**src/rtl/simple_intt_core.sv**
```systemverilog
// 4-point inverse NTT over q = 12289: loads four coefficients, runs a 20-cycle
// serial MAC/scale schedule, then drains the four time-domain results.
module simple_intt_core #(
    parameter int data_width = 32
) (
    input  logic                  clk,
    input  logic                  reset,
    input  logic [data_width-1:0] in_data,
    input  logic                  in_valid,
    output logic                  in_ready,
    output logic [data_width-1:0] out_data,
    output logic                  out_valid,
    input  logic                  out_ready,
    output logic                  busy
);
    localparam logic [13:0] Q     = 14'd12289;
    localparam logic [13:0] N_INV = 14'd9217;

    typedef enum logic [1:0] {LOAD, COMPUTE, DRAIN} state_t;

    state_t      state;
    logic [13:0] a [4];
    logic [13:0] r [4];
    logic [13:0] acc;
    logic [1:0]  load_cnt;
    logic [1:0]  out_cnt;
    logic [1:0]  j_cnt;
    logic [2:0]  step;

    function automatic logic [13:0] w_inv(input logic [1:0] k);
        case (k)
            2'd0:    w_inv = 14'd1;
            2'd1:    w_inv = 14'd10810;
            2'd2:    w_inv = 14'd12288;
            default: w_inv = 14'd1479;
        endcase
    endfunction

    logic [data_width-1:0] in_mod;
    logic [13:0]           in_red;
    logic [1:0]            tw_idx;
    logic [27:0]           mac_prod;
    logic [13:0]           mac_red;
    logic [14:0]           mac_sum;
    logic [13:0]           mac_next;
    logic [27:0]           scale_prod;
    logic [13:0]           scale_red;

    assign in_mod = in_data % data_width'(12289);
    assign in_red = 14'(in_mod);

    // (i*j) mod 4 falls out of the 2-bit truncation of the product
    assign tw_idx     = step[1:0] * j_cnt;
    assign mac_prod   = 28'(a[step[1:0]]) * 28'(w_inv(tw_idx));
    assign mac_red    = 14'(mac_prod % 28'(Q));
    assign mac_sum    = {1'b0, acc} + {1'b0, mac_red};
    assign mac_next   = (mac_sum >= 15'(Q)) ? 14'(mac_sum - 15'(Q)) : mac_sum[13:0];
    assign scale_prod = 28'(acc) * 28'(N_INV);
    assign scale_red  = 14'(scale_prod % 28'(Q));

    assign out_data = out_valid ? data_width'(r[out_cnt]) : '0;

    always_ff @(posedge clk) begin
        if (reset) begin
            state     <= LOAD;
            load_cnt  <= '0;
            out_cnt   <= '0;
            j_cnt     <= '0;
            step      <= '0;
            acc       <= '0;
            in_ready  <= 1'b1;
            out_valid <= 1'b0;
            busy      <= 1'b0;
            for (int k = 0; k < 4; k++) begin
                a[k] <= '0;
                r[k] <= '0;
            end
        end else begin
            case (state)
                LOAD: begin
                    if (in_valid) begin
                        a[load_cnt] <= in_red;
                        load_cnt    <= load_cnt + 2'd1;
                        if (load_cnt == 2'd3) begin
                            state    <= COMPUTE;
                            in_ready <= 1'b0;
                            busy     <= 1'b1;
                            step     <= '0;
                            j_cnt    <= '0;
                            acc      <= '0;
                        end
                    end
                end
                COMPUTE: begin
                    // steps 0..3 accumulate A_i*w, step 4 scales by n^-1
                    if (step == 3'd4) begin
                        r[j_cnt] <= scale_red;
                        acc      <= '0;
                        step     <= '0;
                        j_cnt    <= j_cnt + 2'd1;
                        if (j_cnt == 2'd3) begin
                            state     <= DRAIN;
                            out_valid <= 1'b1;
                            out_cnt   <= '0;
                        end
                    end else begin
                        acc  <= mac_next;
                        step <= step + 3'd1;
                    end
                end
                DRAIN: begin
                    if (out_ready) begin
                        out_cnt <= out_cnt + 2'd1;
                        if (out_cnt == 2'd3) begin
                            state     <= LOAD;
                            out_valid <= 1'b0;
                            busy      <= 1'b0;
                            in_ready  <= 1'b1;
                            load_cnt  <= '0;
                        end
                    end
                end
                default: state <= LOAD;
            endcase
        end
    end
endmodule

```
**config.mk**
```make
export PLATFORM = sky130hd
export DESIGN_NAME = simple_intt_core
export DESIGN_NICKNAME = d
export VERILOG_FILES = /design/src/rtl/simple_intt_core.sv
export SDC_FILE = /design/constraint.sdc
export NUM_CORES = 2
export LEC_CHECK = 0
export BUFFER_PORTS_ARGS = -buffer_cell sky130_fd_sc_hd__buf_2
export CORE_MARGIN = 1
export CORE_UTILIZATION = 60
export CTS_BUF_LIST = sky130_fd_sc_hd__clkbuf_4 sky130_fd_sc_hd__clkbuf_8
export DETAILED_ROUTE_END_ITERATION = 6
export PLACE_DENSITY = 0.77
export SLEW_MARGIN = 20
export SYNTH_ARGS = -nofsm -noshare
export SYNTH_HDL_FRONTEND = slang
export SYNTH_SLANG_ARGS = --single-unit
```
**constraint.sdc**
```tcl
create_clock -name clk -period 31.1 [get_ports clk]
set_input_delay 3.11 -clock clk [delete_from_list [all_inputs] [get_ports clk]]
set_output_delay 3.11 -clock clk [all_outputs]
set_load 0.01 [all_outputs]
```
# == After elaboration in Yosys (flattened, before gate mapping) ==
# Memory sizes are Yosys's and may differ from the RTL's. A register that Yosys moved wholly into a read port is not among the register bits.
# Cells that the tools add are included.
# classes
n_addsub,6
multipliers,3
div_mod_pow,3
order_cmp,1
n_eq_ne,14
muxes,61
n_reduce_logical,14
# ops
operator,n
$mux W14,7
$mod A28 B14 Y28 const B,2
$pmux W14 S3,1
$mux W2,19
$mod A32 B14 Y32 const B,1
$mul A14 B14 Y28,1
$mul A14 B14 Y28 const B,1
$pmux W14 S2,1
$reduce_or A14 Y1,2
$mux W1,22
$add A14 B14 Y15,1
$ge A15 B14 Y1 const B,1
$sub A14 B14 Y14 const B,1
$ne A2 B2 Y1 const B,6
$pmux W2 S2,3
$reduce_and A4 Y1,3
$eq A2 B2 Y1 const B,5
$reduce_and A5 Y1,2
$mux W3,3
$add A2 B1 Y2 const B,3
$pmux W1 S2,3
$pmux W2 S3,1
$pmux W3 S2,1
$reduce_and A6 Y1,1
7 further kinds,11
# totals
reg_bits,28
mem_bits_rw,112
in_bits,36
wordCells,113
memories,2
# memory_table
memory,depth,width,read_ports,rd_clocked_by_memory_dff,write_ports,line,source
a,4,14,1,1,4,22,logic [13:0] a [4];
r,4,14,1,1,4,23,logic [13:0] r [4];

# == Longest topological paths before layout ==
# depth
word_depth,10
ltp_mapped,113
ltp_nobuf,102

# == Worst setup path after synthesis ==
# Ideal clock, no wire load.
# synth_timing
path_kind,reg2reg
start,reg (tool-made name)
end,reg acc[10]
setup_ps,128
arrival_ps,27080
required_time_ps,30972
slack_ps,3892
stages_incl_launch_ff,105
path_buffers,7
period_less_slack_ps,27208
cell_sequence,dfxtp_1 -> clkbuf_1 -> buf_1 -> mux4_2 -> and2_1 -> fa_1 -> inv_1 -> fa_1 -> inv_1 -> fa_1 -> inv_1 -> fa_1 -> inv_1 -> fa_1 -> fa_1 -> ha_1 -> a21o_1 -> a21oi_1 -> (+69 left out) -> o21ai_0 -> a21oi_1 -> o21ai_0 -> a21oi_1 -> o21ai_0 -> a21oi_1 -> o21ai_0 -> a21oi_1 -> o21ai_0 -> xor2_1 -> a31o_2 -> nand2_1 -> nor3_1 -> nand2b_1 -> nor2_1 -> xor2_1 -> a22oi_1 -> nor2_1
# synth_rtl
item,line,source
end signal: assignment,107,acc <= mac_next;
end: declaration,24,logic [13:0] acc;

# == Final worst setup path ==
# layout_timing
start,reg j_cnt[0]
end,reg acc[6]
# layout_via
elab_chain_cells,10
word_cells_on_any_way,13
cone_classes,add/sub (2); mul (2); div (1); order compare (1); eq/ne (2); mux (4); reduce/logical (1)
# layout_lines
item,line,source
start: declaration,27,logic [1:0] j_cnt;
start signal: assignment,100,j_cnt <= j_cnt + 2'd1;
$mul A2 B2 Y2 (*),53,assign tw_idx = step[1:0] * j_cnt;
"$eq A2 B2 Y1, or another cell as far along",31,case (k)
$pmux W14 S3 (*),31,
$mul A14 B14 Y28 (*),54,assign mac_prod = 28'(a[step[1:0]]) * 28'(w_inv(tw_idx));
$mod A28 B14 Y28 (*),55,assign mac_red = 14'(mac_prod % 28'(Q));
$add A14 B14 Y15 (*),56,"assign mac_sum = {1'b0, acc} + {1'b0, mac_red};"
$sub A14 B14 Y14 or $ge A15 B14 Y1 (tied branches),57,assign mac_next = (mac_sum >= 15'(Q)) ? 14'(mac_sum - 15'(Q)) : mac_sum[13:0];
$mux W14 (*),57,
$mux W14 (*),96,if (step == 3'd4) begin
$pmux W14 S2 (*),79,case (state)
# Mark *: on every way between the ends. The rest lies on a longest branch, timed or not.
# A chain may end at the register's enable or synchronous reset.

==> flow_summary_export.csv <==
group,metric,value,unit
die,die_area,62800,um2
clock_network,htreeDepth,4,
power_and_ir_drop,leakagePower,16.0,nW
power_and_ir_drop,p_comb_share,87.6,%
die,placementRows,90,
setup_path,end_kind,"flip-flop",
die,initial_core_util,61.1,%
die,pin_count,71,
final_layout,final_cells,5700,
sta,rsz0062_at_grt,"false",
run,maxCapViolCount,0,
sta,slew_headroom,27.7,%
setup_path,max_stage_delay,0.64,ns
sta,hold_viol,0,
global_route,antenna_found_initial,6,
final_layout,final_util,63.3,%
logic_synthesis,synth_top_family_by_area,"simple AND/OR/NAND/NOR gates",
sta,finClkSkew,0.0173,ns
clock_network,path_clk_slew,0.10,ns
sta,fin_crit_sh,94.1,%
clock_network,cts.path.max_buffers,2,
logic_synthesis,synth_top_area_share,9.07,%
logic_synthesis,ys_seq_elements,144,
final_layout,nNetsFinal,5275,
sta,tns,0,ns
place,port_buffers,52,
logic_synthesis,synth_top_cell_by_area,"edfxtp_1",
die,die_h,251,um
power_and_ir_drop,power_frac_clock,4.8,%
detailed_routing,dr.pass1.iters,7,
power_and_ir_drop,pwr-share-seq,7.7,%
final_layout,fillerInstances,5564,
logic_synthesis,synth_adder_area_share,14.7,%
logic_synthesis,async_reset_ff_share,0,%
sta,max_slew.worst_pin.slew,1.07,ns
place,dp_hpwl,88500,um
logic_synthesis,synthSimpleGateAreaFrac,29.7,%
final_layout,area_growth,3.56,%
run_status,outcome,"finished, final reports clean",
logic_synthesis,synth.cell_area,37100,um2
logic_synthesis,syn-mean-instance-area,7.49,um2
final_layout,drive_above_1_share,8.10,%
global_route,grt.total_usage,33.8,%
setup_path,crit_type,"reg2reg",
clock_network,numCtsBuffers,17,
die,die_x,251,um
detailed_routing,wl_met1,46700,um
detailed_routing,finalWirelength,110000,um
sta,period_needed,29.25,ns
setup_path,cp_slowest_cell,"or4_1",
power_and_ir_drop,max-vdd-ir-drop,0.131,mV
sta,finalMaxSlewViolations,0,
worst_hold_path,hold_path.class,"reg2reg",
detailed_routing,routedWlPerCell,19.3,um
logic_synthesis,yosys_warnings,0,
detailed_routing,ant_nets,0,
detailed_routing,wl_met2,51300,um
detailed_routing,dr.first_iter.drc_count,3821,
clock_network,cts_root_buffer,"clkbuf_8",
power_and_ir_drop,p_per_area,85.0,nW/um2
logic_synthesis,synth_flop_cell,"edfxtp_1",
detailed_routing,dr_wl_met3,9630,um
setup_path,cp_max_fo,16,
global_route,grt_pass1_wl,179000,um
logic_synthesis,netlist_top_cells_area,"edfxtp_1 9.1%, fa_1 7.8%, ha_1 6.6%",
logic_synthesis,synth_edf_count,112,
power_and_ir_drop,sw_frac_of_total,61.5,%
sta,clock.fmax,34.2,MHz
sta,setup-violations-final,0,
setup_path,worstPathRequired,31.53,ns
detailed_routing,vias,39100,
global_route,grt_pass1_vias,35600,
clock_network,cts.sink_count,144,
setup_path,crit_arrival,29.69,ns
logic_synthesis,syn_inst,4953,
logic_synthesis,yosys.cell_types.count,145,
place,gp_congestion,0.979,
detailed_routing,drcViolationCount,0,
logic_synthesis,synth-xor-area-share,8.70,%
clock_network,cts_tree,"yes",
setup_path,crit_path_start_kind,"flip-flop",
power_and_ir_drop,switchingPower,0.00201,W
die,coreArea,60700,um2
logic_synthesis,yosysSeqAreaShare,10.8,%
logic_synthesis,synth_compound_area_share,26.8,%
logic_synthesis,synth_mux_area_share,4.38,%
global_route,grt_max_degree,29,
detailed_routing,viasPerCell,6.85,
place,post-place-cells,5657,
sta,holdWs,0.512,ns
global_route,overflow,0,
detailed_routing,dr.max_layer_used,"met5",
clock_network,clk-insertion-delay-late,0.50,ns
power_and_ir_drop,internal-power,0.00126,W
==> sequential cells by signal (all words and copies together) (netlist names), named ones only <==
register / count
a: 56
out_cnt: 2
j_cnt: 2
out_valid: 1
busy: 1
state: 2
acc: 14
step: 3
load_cnt: 2
in_ready: 1
r: 56
==> power by group through the flow <==
stage	sequential, W	combinational [W]	clock, W
floorplan	0.000250	0.00217	0
global placement	0.000254	0.00273	0
detailed placement	0.000255	0.00274	0
CTS	0.000251	0.00276	0.000156
global route	0.000253	0.00310	0.000162
finish	0.000251	0.00286	0.000156
==> layout by cell type, fill, tap and decap left out, drive strengths merged, types with 144 or more instances in the layout <==
cell type	n
nor3	196
a21oi	260
ha	196
nand2	441
xnor2	256
o21ai	277
nor2	510
nand3	195
inv	286
fa	144
==> per-stage QoR <==
step / setup WS (ns) / area, um2 / power [W]
floorplan: 3.89 / 37200 / 0.00242
global placement: 1.11 / 37800 / 0.00298
detailed placement: 0.130 / 37800 / 0.00300
CTS: 0.0245 / 38200 / 0.00317
global route: 0.0537 / 38400 / 0.00352
finish: 1.85 / 38400 / 0.00327
==> kinds of logic (layout without fill, tap and decap cells) <==
| group | Yosys count | after routing |
|---|---|---|
| adders and majority gates | 353 | 353 |
| muxes | 120 | 120 |
| buffers and inverters | 445 | 387 |
| xor gates and xnor gates | 364 | 364 |
| AOI/OAI and AO/OA | 1401 | 1401 |
| DFF | 144 | 144 |
| other | 1 | 24 |
| and+or+nand+nor | 2125 | 2125 |
==> worst paths after layout <==
check | from | cells past startpoint | to | slack [ns]
hold / removal | out_cnt[0] | 2 | out_cnt[0] | 0.51
hold reg to reg | out_cnt[0] | 2 | out_cnt[0] | 0.51
setup reg to reg | j_cnt[0] | 97 | acc[6] | 1.85
setup / recovery | j_cnt[0] | 97 | acc[6] | 1.85
==> timing repair <==
item | CTS | global route
endpoints found under the hold margin | 0 | 0
endpoints found under the setup margin | 0 | 14
hold buffers | 0 | 0
buffers inserted | 0 | 4
gates resized for setup | 0 | 37
==> synthesized netlist by cell type (47+ instances only) <==
master,n
nor2_1,510
nand2_1,438
inv_1,276
a21oi_1,256
xnor2_1,251
o21ai_0,239
ha_1,196
nand3_1,194
nor3_1,193
fa_1,144
and2_1,117
edfxtp_1,112
xor2_1,108
clkbuf_1,106
a31oi_1,86
or3_1,79
nor4_1,76
o211ai_1,75
nand4_1,70
and3_1,68
nand2b_1,68
a21o_1,67
a211oi_1,64
or2_2,61
o31ai_1,52
mux2i_1,47
==> worst max-delay path: cells and delay by family (launching register included) <==
kind                       cells  cell delay, ns
adders and majority gates     11            4.84
and+or+nand+nor               33           10.44
xor gates and xnor gates       4            1.28
DFF                            1            0.49
buffers and inverters          7            1.04
AOI/OAI and AO/OA             39            9.95
muxes                          3            1.09
==> area by class of cell <==
class	count	area, um2	share of cell area, %
diodes	6	15.0	0.0391
clock buffers	17	234	0.609
clock inverters	15	166	0.433
inverters	276	1040	2.70
multi-input cells	4381	31500	82.0
flip-flops and latches	144	4010	10.4
well taps	782	978	2.55
repair buffers	79	463	1.21
==> routing by layer <==
layer / track usage, % / vias to the layer above
li1: - / 18500
met2: 56.9 / 1850
met5: 0 / -
met4: 8.82 / 8
met1: 45.2 / 18500
met3: 4.95 / 238
Power figures use the tool's default switching activity.
